===== config.mk =====
export PLATFORM = sky130hd
export DESIGN_NAME = fetch_queue_flat
export DESIGN_NICKNAME = d
export VERILOG_FILES = /design/src/rtl/fetch_pkg.sv /design/src/rtl/fetch_queue_if.sv /design/src/rtl/sync_fifo.sv /design/src/rtl/fetch_queue.sv /design/src/flat_wrapper.sv
export SDC_FILE = /design/constraint.sdc
export NUM_CORES = 1
export LEC_CHECK = 0
export ABC_AREA = 1
export BUFFER_PORTS_ARGS = -buffer_cell sky130_fd_sc_hd__buf_2
export CAP_MARGIN = 20
export CORE_MARGIN = 4
export CORE_UTILIZATION = 50
export DETAILED_ROUTE_END_ITERATION = 8
export HOLD_SLACK_MARGIN = 0.06
export PLACE_DENSITY_LB_ADDON = 0.12
export SLEW_MARGIN = 20
export SYNTH_ARGS = -nofsm -noshare
export SYNTH_HDL_FRONTEND = slang
export SYNTH_SLANG_ARGS = --single-unit

===== constraint.sdc =====
create_clock -name clock -period 5 [get_ports clock]
set_input_delay 1 -clock clock [delete_from_list [all_inputs] [get_ports clock]]
set_output_delay 1 -clock clock [all_outputs]
set_load 0.05 [all_outputs]

===== src/rtl/fetch_pkg.sv =====
// Shared types and constants for the instruction fetch stage.
package fetch_pkg;

    localparam logic [31:0] MEM_BASE = 32'h0100_0000;
    localparam int          INSN_W   = 32;
    localparam logic [31:0] PC_STEP  = 32'd4;
    localparam logic [31:0] NOP      = 32'h0000_0013;

    typedef struct packed {
        logic [31:0]       pc;
        logic [INSN_W-1:0] insn;
    } fetch_entry_t;

endpackage


===== src/rtl/fetch_queue_if.sv =====
// Fetch-stage bus bundle: imem request/response, decode handshake and redirect.
interface fetch_queue_if;
    import fetch_pkg::*;

    logic              mem_req_valid;
    logic              mem_req_ready;
    logic [31:0]       mem_req_addr;
    logic              mem_resp_valid;
    logic [INSN_W-1:0] mem_resp_data;
    logic              insn_valid;
    logic              insn_ready;
    logic [INSN_W-1:0] insn;
    logic [31:0]       insn_pc;
    logic              redirect_valid;
    logic [31:0]       redirect_pc;

    modport master (
        output mem_req_valid, mem_req_addr, insn_valid, insn, insn_pc,
        input  mem_req_ready, mem_resp_valid, mem_resp_data, insn_ready,
               redirect_valid, redirect_pc
    );

    modport slave (
        input  mem_req_valid, mem_req_addr, insn_valid, insn, insn_pc,
        output mem_req_ready, mem_resp_valid, mem_resp_data, insn_ready,
               redirect_valid, redirect_pc
    );

endinterface


===== src/rtl/sync_fifo.sv =====
// Single-clock FIFO with synchronous flush; head data reads as zero when empty.
module sync_fifo #(
    parameter int WIDTH = 64,
    parameter int DEPTH = 4
) (
    input  logic                   clock,
    input  logic                   reset,
    input  logic                   push,
    input  logic [WIDTH-1:0]       push_data,
    input  logic                   pop,
    input  logic                   flush,
    output logic [$clog2(DEPTH):0] count,
    output logic [WIDTH-1:0]       head_data
);
    localparam int AW = $clog2(DEPTH);
    localparam int CW = AW + 1;

    logic [WIDTH-1:0] mem [DEPTH];
    logic [AW-1:0]    rd_ptr;
    logic [AW-1:0]    wr_ptr;
    logic             do_pop;

    assign do_pop    = pop && (count != '0);
    assign head_data = (count != '0) ? mem[rd_ptr] : '0;

    always_ff @(posedge clock or posedge reset) begin
        if (reset) begin
            rd_ptr <= '0;
            wr_ptr <= '0;
            count  <= '0;
        end else if (flush) begin
            rd_ptr <= '0;
            wr_ptr <= '0;
            count  <= '0;
        end else begin
            assert (!(push && !do_pop && count == CW'(DEPTH)));
            if (push)   wr_ptr <= wr_ptr + AW'(1);
            if (do_pop) rd_ptr <= rd_ptr + AW'(1);
            count <= count + CW'(push) - CW'(do_pop);
        end
    end

    // Storage needs no reset: head_data is masked while count is zero.
    always_ff @(posedge clock) begin
        if (push && !flush) mem[wr_ptr] <= push_data;
    end

endmodule


===== src/rtl/fetch_queue.sv =====
// Instruction fetch stage: sequential imem requests under a credit cap, response
// buffering with PCs, and redirect flush that drops stale in-flight responses.
module fetch_queue
    import fetch_pkg::*;
#(
    parameter logic [31:0] RESET_PC = MEM_BASE,
    parameter int          DEPTH    = 4
) (
    input logic           clock,
    input logic           reset,
    fetch_queue_if.master bus
);
    localparam int CW = $clog2(DEPTH) + 1;

    logic [31:0]  fetch_pc;
    logic [31:0]  resp_pc;
    logic [31:0]  target_pc;
    logic [CW-1:0] count;
    logic [CW-1:0] outstanding;
    logic [CW-1:0] drop_cnt;
    logic [CW:0]   credit_used;
    logic          req_fire;
    logic          dropping;
    logic          push;
    logic          pop;
    fetch_entry_t  push_entry;
    fetch_entry_t  head_entry;
    logic [$bits(fetch_entry_t)-1:0] head_data;

    // Entries plus in-flight requests never exceed DEPTH, so a push always fits.
    assign credit_used       = {1'b0, count} + {1'b0, outstanding};
    assign bus.mem_req_valid = !reset && !bus.redirect_valid
                               && (credit_used < (CW+1)'(DEPTH));
    assign bus.mem_req_addr  = fetch_pc;
    assign req_fire          = bus.mem_req_valid && bus.mem_req_ready;

    assign dropping   = (drop_cnt != '0);
    assign push       = bus.mem_resp_valid && !bus.redirect_valid && !dropping;
    assign pop        = bus.insn_valid && bus.insn_ready;
    assign push_entry = '{pc: resp_pc, insn: bus.mem_resp_data};
    assign target_pc  = {bus.redirect_pc[31:2], 2'b00};

    assign head_entry     = fetch_entry_t'(head_data);
    assign bus.insn_valid = (count != '0);
    assign bus.insn       = head_entry.insn;
    assign bus.insn_pc    = head_entry.pc;

    always_ff @(posedge clock or posedge reset) begin
        if (reset) begin
            fetch_pc    <= RESET_PC;
            resp_pc     <= RESET_PC;
            outstanding <= '0;
            drop_cnt    <= '0;
        end else begin
            assert (!(bus.mem_resp_valid && outstanding == '0));
            if (bus.redirect_valid) begin
                // Everything still in flight after this cycle belongs to the old path.
                fetch_pc    <= target_pc;
                resp_pc     <= target_pc;
                outstanding <= outstanding - CW'(bus.mem_resp_valid);
                drop_cnt    <= outstanding - CW'(bus.mem_resp_valid);
            end else begin
                if (req_fire) fetch_pc <= fetch_pc + PC_STEP;
                if (push)     resp_pc  <= resp_pc + PC_STEP;
                outstanding <= outstanding + CW'(req_fire) - CW'(bus.mem_resp_valid);
                if (bus.mem_resp_valid && dropping) drop_cnt <= drop_cnt - CW'(1);
            end
        end
    end

    sync_fifo #(
        .WIDTH ($bits(fetch_entry_t)),
        .DEPTH (DEPTH)
    ) u_fifo (
        .clock     (clock),
        .reset     (reset),
        .push      (push),
        .push_data (push_entry),
        .pop       (pop),
        .flush     (bus.redirect_valid),
        .count     (count),
        .head_data (head_data)
    );

endmodule


===== src/flat_wrapper.sv =====
// flat-port wrapper written by rule: the top's interface ports become plain ports
module fetch_queue_flat import fetch_pkg::*;
#(
    parameter logic [31:0] RESET_PC = MEM_BASE,
    parameter int          DEPTH    = 4
)
  (clock, reset, bus_mem_req_valid, bus_mem_req_addr, bus_insn_valid, bus_insn, bus_insn_pc, bus_mem_req_ready, bus_mem_resp_valid, bus_mem_resp_data, bus_insn_ready, bus_redirect_valid, bus_redirect_pc);
  fetch_queue_if bus_i ();
  input logic clock;
  input logic reset;
  output wire logic [$bits(bus_i.mem_req_valid)-1:0] bus_mem_req_valid;
  output wire logic [$bits(bus_i.mem_req_addr)-1:0] bus_mem_req_addr;
  output wire logic [$bits(bus_i.insn_valid)-1:0] bus_insn_valid;
  output wire logic [$bits(bus_i.insn)-1:0] bus_insn;
  output wire logic [$bits(bus_i.insn_pc)-1:0] bus_insn_pc;
  input wire logic [$bits(bus_i.mem_req_ready)-1:0] bus_mem_req_ready;
  input wire logic [$bits(bus_i.mem_resp_valid)-1:0] bus_mem_resp_valid;
  input wire logic [$bits(bus_i.mem_resp_data)-1:0] bus_mem_resp_data;
  input wire logic [$bits(bus_i.insn_ready)-1:0] bus_insn_ready;
  input wire logic [$bits(bus_i.redirect_valid)-1:0] bus_redirect_valid;
  input wire logic [$bits(bus_i.redirect_pc)-1:0] bus_redirect_pc;
  assign bus_mem_req_valid = bus_i.mem_req_valid;
  assign bus_mem_req_addr = bus_i.mem_req_addr;
  assign bus_insn_valid = bus_i.insn_valid;
  assign bus_insn = bus_i.insn;
  assign bus_insn_pc = bus_i.insn_pc;
  assign bus_i.mem_req_ready = bus_mem_req_ready;
  assign bus_i.mem_resp_valid = bus_mem_resp_valid;
  assign bus_i.mem_resp_data = bus_mem_resp_data;
  assign bus_i.insn_ready = bus_insn_ready;
  assign bus_i.redirect_valid = bus_redirect_valid;
  assign bus_i.redirect_pc = bus_redirect_pc;
  fetch_queue #(.RESET_PC(RESET_PC), .DEPTH(DEPTH)) u_core (.clock(clock), .reset(reset), .bus(bus_i));
endmodule

Yosys cells after proc, flatten, opt, wreduce, memory -nomap -nowiden
Memory sizes are Yosys's and may differ from the RTL's.
Index checks and enable logic that the tools add are counted.
{ "op_classes": {"magnitude_cmp": 1, "addsub": 11, "n_reduce_logical": 18, "mux": 15} }
{ "op_table": {"columns": ["operator", "n"], "rows": [
  ["two-way mux 32 bit", 4],
  ["adder 32 x 3 -> 32 bit (second input constant)", 2],
  ["two-way mux 64 bit", 1],
  ["two-way mux 3 bit", 4],
  ["logical AND 1 bit", 9],
  ["subtractor 3 x 1 -> 3 bit", 3],
  ["two-way mux 2 bit", 4],
  ["nonzero test 2 bit", 4],
  ["adder 3 x 1 -> 3 bit", 2],
  ["nonzero test 3 bit", 2],
  ["adder 2 x 1 -> 2 bit (second input constant)", 2],
  ["adder 3 x 3 -> 4 bit", 1],
  ["less-than comparator 4 x 3 -> 1 bit (second input constant)", 1],
  ["zero test 1 bit", 3],
  ["subtractor 3 x 1 -> 3 bit (second input constant)", 1],
  ["two-way mux 1 bit", 2]
]} }
{ "word_totals": {"input_bits": 70, "output_inout_bits": 98, "ramBits": 256, "wordCells": 53, "reg_bits": 77, "n_memories": 1} }
{ "mem_list": {"columns": ["memory", "words", "word_bits", "read_ports", "rd_clocked_by_memory_dff", "wr", "line", "rtl"], "rows": [
  ["u_core.u_fifo.mem", 4, 64, 1, 0, 1, "sync_fifo.sv:18", "logic [WIDTH-1:0] mem [DEPTH];"]
]} }

Logic depth before layout (Yosys ltp)
Gate-level depths: netlist of the first run.
{ "logic_depth": {"ltp_word": 7, "ltp_mapped": 12} }

Modules after synthesis
A second synthesis of the first run with hierarchy kept.
{ "hier_totals": {"cells_unflattened": 1857, "area_unflattened_um2": 16245.6} }
{ "by_module_without_submodules": {"columns": ["mod", "cells_each", "area_per_inst_um2", "n_inst", "seq_area_each_um2"], "rows": [
  ["sync_fifo", 1070, 11290.8, 1, 7862.5],
  ["fetch_queue", 787, 4954.8, 1, 1654.1]
]} }

Worst setup path after synthesis of the first run
No wires, ideal clock.
{ "synth_path": {"path_kind": "input-to-reg", "from": "in bus_redirect_valid", "to": "mem u_core.u_fifo.mem[0][0] (enable)", "required_ps": 4518, "cell_stages": 4, "setup_ps": 482, "setup_slack_ps": 511, "path_buffers": 1, "arrival_time_ps": 4007, "cell_sequence": "inv_2 buf_2 nand2_2 nor2_1"} }
{ "synth_via": {"elab_chain_cells": 6} }
{ "synth_rtl": {"columns": ["element", "line", "rtl"], "rows": [
  ["from (decl)", "flat_wrapper.sv:20", "input wire logic [$bits(bus_i.redirect_valid)-1:0] bus_redirect_valid;"],
  ["zero test 1 bit (*)", "sync_fifo.sv:45, fetch_queue.sv:38", null],
  ["logical AND 1 bit (2 in series)", "fetch_queue.sv:38", "assign push = bus.mem_resp_valid && !bus.redirect_valid && !dropping;"],
  ["logical AND 1 bit (*)", "sync_fifo.sv:45", "if (push && !flush) mem[wr_ptr] <= push_data;"],
  ["two-way mux 1 bit (*)", "sync_fifo.sv:45", null],
  ["two-way mux 1 bit (implied by the code) (*)", "sync_fifo.sv:45", null],
  ["to (decl)", "sync_fifo.sv:18", null]
]} }
Every way passes the cells marked *; elsewhere a longest branch is shown, timed or not.

Final worst setup path of the first run
{ "layout_path": {"from": "reg u_core.u_fifo.rd_ptr[0]", "to": "out bus_insn_pc[5]"} }
{ "layout_via": {"elab_chain_cells": 2} }
{ "layout_rtl": {"columns": ["element", "line", "rtl"], "rows": [
  ["from (decl)", "sync_fifo.sv:19", "logic [AW-1:0] rd_ptr;"],
  ["from (signal assigned)", "sync_fifo.sv:38", "if (do_pop) rd_ptr <= rd_ptr + AW'(1);"],
  ["memory read (4 x 64 bit)", null, null],
  ["two-way mux 64 bit", "sync_fifo.sv:24", "assign head_data = (count != '0) ? mem[rd_ptr] : '0;"],
  ["to (decl)", "flat_wrapper.sv:15", "output wire logic [$bits(bus_i.insn_pc)-1:0] bus_insn_pc;"]
]} }
No other way between the ends.

==> flow_summary.json, run 1 <==
{
  "outcome": "complete, no violations",
  "finalHoldViolations": 0,
  "first_global_vias": 10640,
  "num-fill-cells": 2485,
  "timing.critical_path.buf_inv": 3,
  "routabilityCongestion": 0.8485,
  "yosysWarnings": 0,
  "clk_root_buffer_cell": "sky130_fd_sc_hd__clkbuf_16",
  "holdBufCountCts": 0,
  "worst_ir_drop_vdd_mv": 0.2717,
  "worstPathMaxFanout": 65,
  "synth.avg_cell_area_um2": 9.677,
  "final_nets": 1770,
  "antenna_found_initial": 0,
  "route.detailed.drc": 0,
  "place_hpwl_mm": 22.06,
  "crit_path_top_delay_cell": "sky130_fd_sc_hd__clkinv_2",
  "drive_above_1_share": 0.1588,
  "syn-instance-count": 1530,
  "netlist.top_cell.by_area": "sky130_fd_sc_hd__edfxtp_1",
  "first_pass_iters": 5,
  "drv_cap": 0,
  "post-cts-setup-buffer-count": 0,
  "cts_resized": 0,
  "post_route_minimum_period_ns": 3.874,
  "die_width_um": 180.1,
  "clkLatencyLatePin_ns": 0.52,
  "netlist-cell-type-count": 39,
  "max_freq_mhz": 258.1,
  "grt_start_max_net_pins": 76,
  "remaining_antenna_violation_count_after_routing": 0,
  "worst_hold_slack_ns": 0.5384,
  "max_stage_delay_ns": 0.66,
  "crit_arrival_ns": 2.87,
  "num_antenna_cells": 0,
  "route.detailed.vias_per_inst": 5.231,
  "initial_utilization": 0.5117,
  "pin_slew_with_the_least_headroom_to_its_limit_ns": 0.9789,
  "placement.io_buffers": 161,
  "period_share": 0.7748,
  "grt_setup_unrepaired": "no",
  "synthesis.area_um2": 14810,
  "detailedRoute.firstIterationViolations": 733,
  "max-slew-margin-rel": 0.3474,
  "global_route.overflow_total": 0,
  "synth_top_flop_cell": "sky130_fd_sc_hd__edfxtp_1",
  "synth_seq_area_share": 0.6266,
  "worst_clock_skew_ns": 0.02579,
  "most_frequent_cells_in_the_layout": "322 x sky130_fd_sc_hd__nor2_1, 282 x sky130_fd_sc_hd__nand2_1, 248 x sky130_fd_sc_hd__edfxtp_1",
  "io_pins": 168,
  "area_growth_pct": 14.81,
  "synth-edff-count": 248,
  "rows": 62,
  "track_usage": 0.2135,
  "r2r_slack_ns": 1.97,
  "req_time_crit_path_ns": 4.00,
  "yosysTopAreaCellShare": 0.5030,
  "layout_commonest_cell": "sky130_fd_sc_hd__nor2_1",
  "worstSetupPathType": "reg -> out",
  "cts_htree_levels": 2,
  "cellPowerDensity_nw_per_um2": 533.0,
  "grt_pass1_wl_mm": 56.23,
  "clock_path_buffers": 3,
  "p_total_mw": 9.061,
  "die-height_um": 180.1,
  "num_vias": 10940,
  "finalSetupViolCount": 0,
  "path_clk_slew_ns": 0.06,
  "worstPathCellList": "clkinv_2 > buf_4 > o21ai_0 > a21oi_1 > buf_2",
  "clock_sinks": 321,
  "clock_tree_from_tritoncts": "yes",
  "maxSlewViolCount": 0,
  "critical-path-top-delay-family": "buffers and inverters",
  "power.static_leakage_nw": 6.874,
  "drt-total-wl_mm": 35.10,
  "placeableCoreArea_um2": 28940,
  "async_flop_share": 0.2274,
  "critical_path_end_type": "output pin",
  "die_area_um2": 32430,
  "synth_seq_cells": 321,
  "synth_area_leaders": "sky130_fd_sc_hd__edfxtp_1 50%, sky130_fd_sc_hd__dfrtp_1 12%, sky130_fd_sc_hd__nor2_1 8.3%, sky130_fd_sc_hd__nand2_1 7.1%, sky130_fd_sc_hd__o21ai_0 5.6%",
  "detail_route.wl_per_cell_um": 16.79,
  "holdCritPathClass": "reg -> reg",
  "worstSetupStartpointType": "flip-flop",
  "finalSetupTns_ns": 0,
  "tritoncts.num_buffers": 35
}
==> state kept, by name, summed over array words and instances (netlist names) <==
name	cells
u_core.drop_cnt	3
u_core.u_fifo.rd_ptr	2
u_core.u_fifo.wr_ptr	2
u_core.resp_pc	30
u_core.u_fifo.mem	248
u_core.bus.mem_req_addr	30
u_core.u_fifo.count	3
u_core.outstanding	3
==> Yosys cell counts (all sizes together) (3+ instances only) <==
| master | instances |
|---|---|
| o21ai | 170 |
| o211ai | 10 |
| nand3 | 79 |
| a21oi | 71 |
| nor2 | 341 |
| nor3 | 6 |
| nand3b | 3 |
| inv | 118 |
| buf | 38 |
| xnor2 | 6 |
| xor2 | 10 |
| ha | 16 |
| nand4 | 7 |
| o21bai | 3 |
| clkbuf | 27 |
| nand2 | 293 |
| dfrtp | 71 |
| edfxtp | 248 |
==> metrics by stage <==
| stage | util | setup slack (ns) | area (um^2) | cells |
|---|---|---|---|---|
| 3_3_place_gp | 0.5514 | 1.315 | 15950 | 2029 |
| 4_1_cts | 0.5875 | 1.041 | 17000 | 2091 |
| 6_report | 0.5875 | 1.126 | 17000 | 2091 |
| 5_1_grt | 0.5875 | 0.8730 | 17000 | 2091 |
| 2_1_floorplan | - | 0.5107 | 14820 | 1533 |
| 3_5_place_dp | 0.5514 | 1.263 | 15950 | 2029 |
==> routing by layer <==
metal | vias up | share of wire | global-route usage
met1 | 5155 | 0.44 | 0.2952
met3 | 70 | 0.054 | 0.03270
met5 | - | 0 | 0
li1 | 5390 | - | -
met4 | 0 | 0.030 | 0.06806
met2 | 322 | 0.47 | 0.3516
==> worst min-delay path, stage by stage (launching register included) <==
cell and delay (ns):
sky130_fd_sc_hd__dfrtp_1 0.35, sky130_fd_sc_hd__nand3_1 0.08, sky130_fd_sc_hd__nand3_1 0.07
==> report_power, final <==
group / internal, mW / switching (mW) / leakage [nW]
sequential: 3.12 / 0.237 / 3.13
clock: 1.35 / 1.00 / 0.517
combinational: 0.733 / 2.62 / 3.23
total: 5.20 / 3.86 / 6.87
==> layout make-up <==
class | count | area (um^2) | share of cell area
Sequential cell | 321 | 9281 | 0.5460
Multi-Input combinational cell | 1027 | 4777 | 0.2810
Timing Repair Buffer | 177 | 963.4 | 0.05668
Clock buffer | 43 | 905.9 | 0.05329
Tap cell | 384 | 480.5 | 0.02826
Inverter | 120 | 451.7 | 0.02657
Clock inverter | 19 | 138.9 | 0.008170
==> cell families (layout without fill, tap and decap cells) <==
| family | count (synthesis) | after routing | synth area share |
|---|---|---|---|
| XOR/XNOR | 16 | 16 | 0.009465 |
| buffers and inverters | 185 | 359 | 0.05358 |
| adder cells (fa/ha/maj) | 18 | 18 | 0.01623 |
| AND/OR/NAND/NOR | 733 | 733 | 0.2049 |
| other | 1 | 4 | 0.0002533 |
| flip-flops | 321 | 321 | 0.6266 |
| AO/OA/AOI/OAI | 256 | 256 | 0.08899 |
==> path summary, 6_finish.rpt <==
kind	start	cells after the start	end
hold / removal	u_core.drop_cnt[2]	2	u_core.drop_cnt[2]
hold reg to reg	u_core.drop_cnt[2]	2	u_core.drop_cnt[2]
setup reg to reg	u_core.drop_cnt[0]	7	u_core.u_fifo.mem[3][43]
max in group asynchronous	reset	3	u_core.u_fifo.rd_ptr[0]
setup / recovery	u_core.u_fifo.rd_ptr[0]	5	bus_insn_pc[5]
min in group asynchronous	reset	3	u_core.u_fifo.count[1]
Power figures use the tool's default switching activity.
==> run 2, diff against run 1 <==
==> constraint.sdc (replaced) <==
create_clock -name clock -period 3.9 [get_ports clock]
set_input_delay 0.78 -clock clock [delete_from_list [all_inputs] [get_ports clock]]
set_output_delay 0.78 -clock clock [all_outputs]
set_load 0.05 [all_outputs]
==> run 2 against run 1 <==
Compared with the run above: non-clock buffer count up 1; clock power up 32%; sequential cell count unchanged; cell count about the same; critical endpoint is now bus_insn_pc[16]; critical path depth up 1; clock skew down 0.0058 ns; total power up 30%.
==> flow_summary.json, run 2 (same netlist as run 1, synthesis figures left out) <==
{
  "outcome": "complete, no violations",
  "maxSlewViolCount": 0,
  "drt-total-wl_mm": 35.16,
  "setup_slack_ns": 0.4991,
  "clock_path_buffers": 3,
  "final_nets": 1772,
  "dp.cells": 2030,
  "worstPathCellList": "buf_4 > nor2_1 > nor2_1 > o21ai_0 > a21oi_1 > buf_2",
  "initial_utilization": 0.5117,
  "crit_top_cell": "sky130_fd_sc_hd__nor2_1",
  "io_pins": 168,
  "clock_tree_from_tritoncts": "yes",
  "r2r_slack_ns": 1.18,
  "routabilityCongestion": 0.8685,
  "req_time_crit_path_ns": 3.12,
  "die_area_um2": 32430,
  "worstSetupPathDepth": 6,
  "track_usage": 0.2141,
  "post-cts-setup-buffer-count": 0,
  "worstSetupStartpointType": "flip-flop",
  "timing.critical_path.buf_inv": 2,
  "die-height_um": 180.1,
  "biggest_register": "u_core.u_fifo.mem",
  "worst_clock_skew_ns": 0.01998,
  "path_clk_slew_ns": 0.06,
  "dpl_worst_slack_ns": 0.9203,
  "detail_route.wl_per_cell_um": 16.80,
  "holdBufCountCts": 0,
  "rows": 62,
  "max-slew-margin-rel": 0.4518,
  "p_total_mw": 11.74,
  "pin_slew_with_the_least_headroom_to_its_limit_ns": 0.8223,
  "route.detailed.vias_per_inst": 5.230,
  "power.static_leakage_nw": 6.912,
  "grt_pass1_wl_mm": 56.50,
  "placement.io_buffers": 161,
  "period_share": 0.8720,
  "cts_resized": 0,
  "critical_path_end_type": "output pin",
  "cellPowerDensity_nw_per_um2": 686.9,
  "worstSetupPathType": "reg -> out",
  "first_global_vias": 10660,
  "finalHoldViolations": 0,
  "tritoncts.num_buffers": 36,
  "worstPathMaxFanout": 46,
  "die_width_um": 180.1,
  "drv_cap": 0,
  "crit_path_top_delay_cell": "sky130_fd_sc_hd__dfrtp_4",
  "max_stage_delay_ns": 0.70,
  "place_hpwl_mm": 21.84,
  "route.detailed.drc": 0,
  "most_frequent_cells_in_the_layout": "322 x sky130_fd_sc_hd__nor2_1, 282 x sky130_fd_sc_hd__nand2_1, 248 x sky130_fd_sc_hd__edfxtp_1",
  "critical-path-top-delay-family": "buffers and inverters",
  "instances_no_fill": 2093,
  "antenna_found_initial": 0,
  "num_vias": 10950,
  "first_pass_iters": 5,
  "post_route_minimum_period_ns": 3.401,
  "grt_start_max_net_pins": 74,
  "finalSetupViolCount": 0,
  "holdCritPathClass": "in -> async",
  "detailedRoute.firstIterationViolations": 789,
  "drive_above_1_share": 0.1597,
  "largest_register_ffs": 248,
  "area_growth_pct": 15.44,
  "grt_setup_unrepaired": "no",
  "remaining_antenna_violation_count_after_routing": 0,
  "layout_commonest_cell": "sky130_fd_sc_hd__nor2_1",
  "worst_ir_drop_vdd_mv": 0.4020,
  "num_antenna_cells": 0,
  "max_freq_mhz": 294.0,
  "rr_worst_depth": 13,
  "crit_arrival_ns": 2.62,
  "placeableCoreArea_um2": 28940,
  "clock_sinks": 321,
  "clk_root_buffer_cell": "sky130_fd_sc_hd__clkbuf_16",
  "cts_htree_levels": 2,
  "clkLatencyLatePin_ns": 0.51,
  "global_route.overflow_total": 0
}
[run 2: cell count changes in the layout (fill, tap and decap cells not counted), sizes merged]
cell    delta
clkbuf     +4
clkinv     -4
buf        +1
inv        +1
[run 2: stage by stage]
| stage | util | setup TNS (ns) | hold WS (ns) | cell area (um^2) |
|---|---|---|---|---|
| after floorplan | - | -91.59 | 0.4918 | 14820 |
| after global placement | 0.5529 | 0 | 0.5112 | 16000 |
| after detailed placement | 0.5529 | 0 | 0.5264 | 16000 |
| after CTS | 0.5905 | 0 | 0.4616 | 17090 |
| after global routing | 0.5907 | 0 | 0.4699 | 17090 |
| final | 0.5907 | 0 | 0.4647 | 17090 |
[run 2: worst paths after layout]
path	startpoint	endpoint
setup / recovery	u_core.u_fifo.rd_ptr[0]	bus_insn_pc[16]
hold / removal	reset	u_core.outstanding[1]
setup reg to reg	u_core.drop_cnt[0]	u_core.u_fifo.count[2]
hold reg to reg	u_core.drop_cnt[2]	u_core.drop_cnt[2]
max in group asynchronous	reset	u_core.resp_pc[29]
min in group clock	bus_mem_resp_data[19]	u_core.u_fifo.mem[0][19]
[run 2: metal layers]
metal	up-vias	GRT usage	wire length, um
li1	5399	-	-
met1	5161	0.2888	15140
met2	334	0.3678	17120
met3	53	0.02947	2031
met4	0	0.05898	867
met5	-	0	0
[run 2: area by class of cell]
type | instances | area [um^2]
Tap cell | 384 | 480.5
Sequential cell | 321 | 9281
Fill cell | 2448 | 11840
Timing Repair Buffer | 178 | 1012
Clock buffer | 47 | 972.2
Multi-Input combinational cell | 1027 | 4777
Inverter | 120 | 451.7
Clock inverter | 16 | 116.4
[run 2: power breakdown]
part | switching, mW | internal (mW) | leakage [nW]
combinational | 3.35 | 0.961 | 3.25
clock | 1.29 | 1.82 | 0.537
sequential | 0.319 | 4.00 | 3.13
total | 4.96 | 6.78 | 6.91
[run 2: worst register-to-register path, cell delays in order (launching register included)]
cell	delay, ns
sky130_fd_sc_hd__dfrtp_1	0.37
sky130_fd_sc_hd__inv_1	0.10
sky130_fd_sc_hd__ha_1	0.18
sky130_fd_sc_hd__nand3_1	0.11
sky130_fd_sc_hd__buf_4	0.20
sky130_fd_sc_hd__inv_1	0.22
sky130_fd_sc_hd__nand2_2	0.24
sky130_fd_sc_hd__ha_1	0.35
sky130_fd_sc_hd__inv_1	0.06
sky130_fd_sc_hd__ha_1	0.13
sky130_fd_sc_hd__inv_1	0.05
sky130_fd_sc_hd__fa_1	0.39
sky130_fd_sc_hd__o21ai_0	0.18
sky130_fd_sc_hd__a21oi_1	0.05
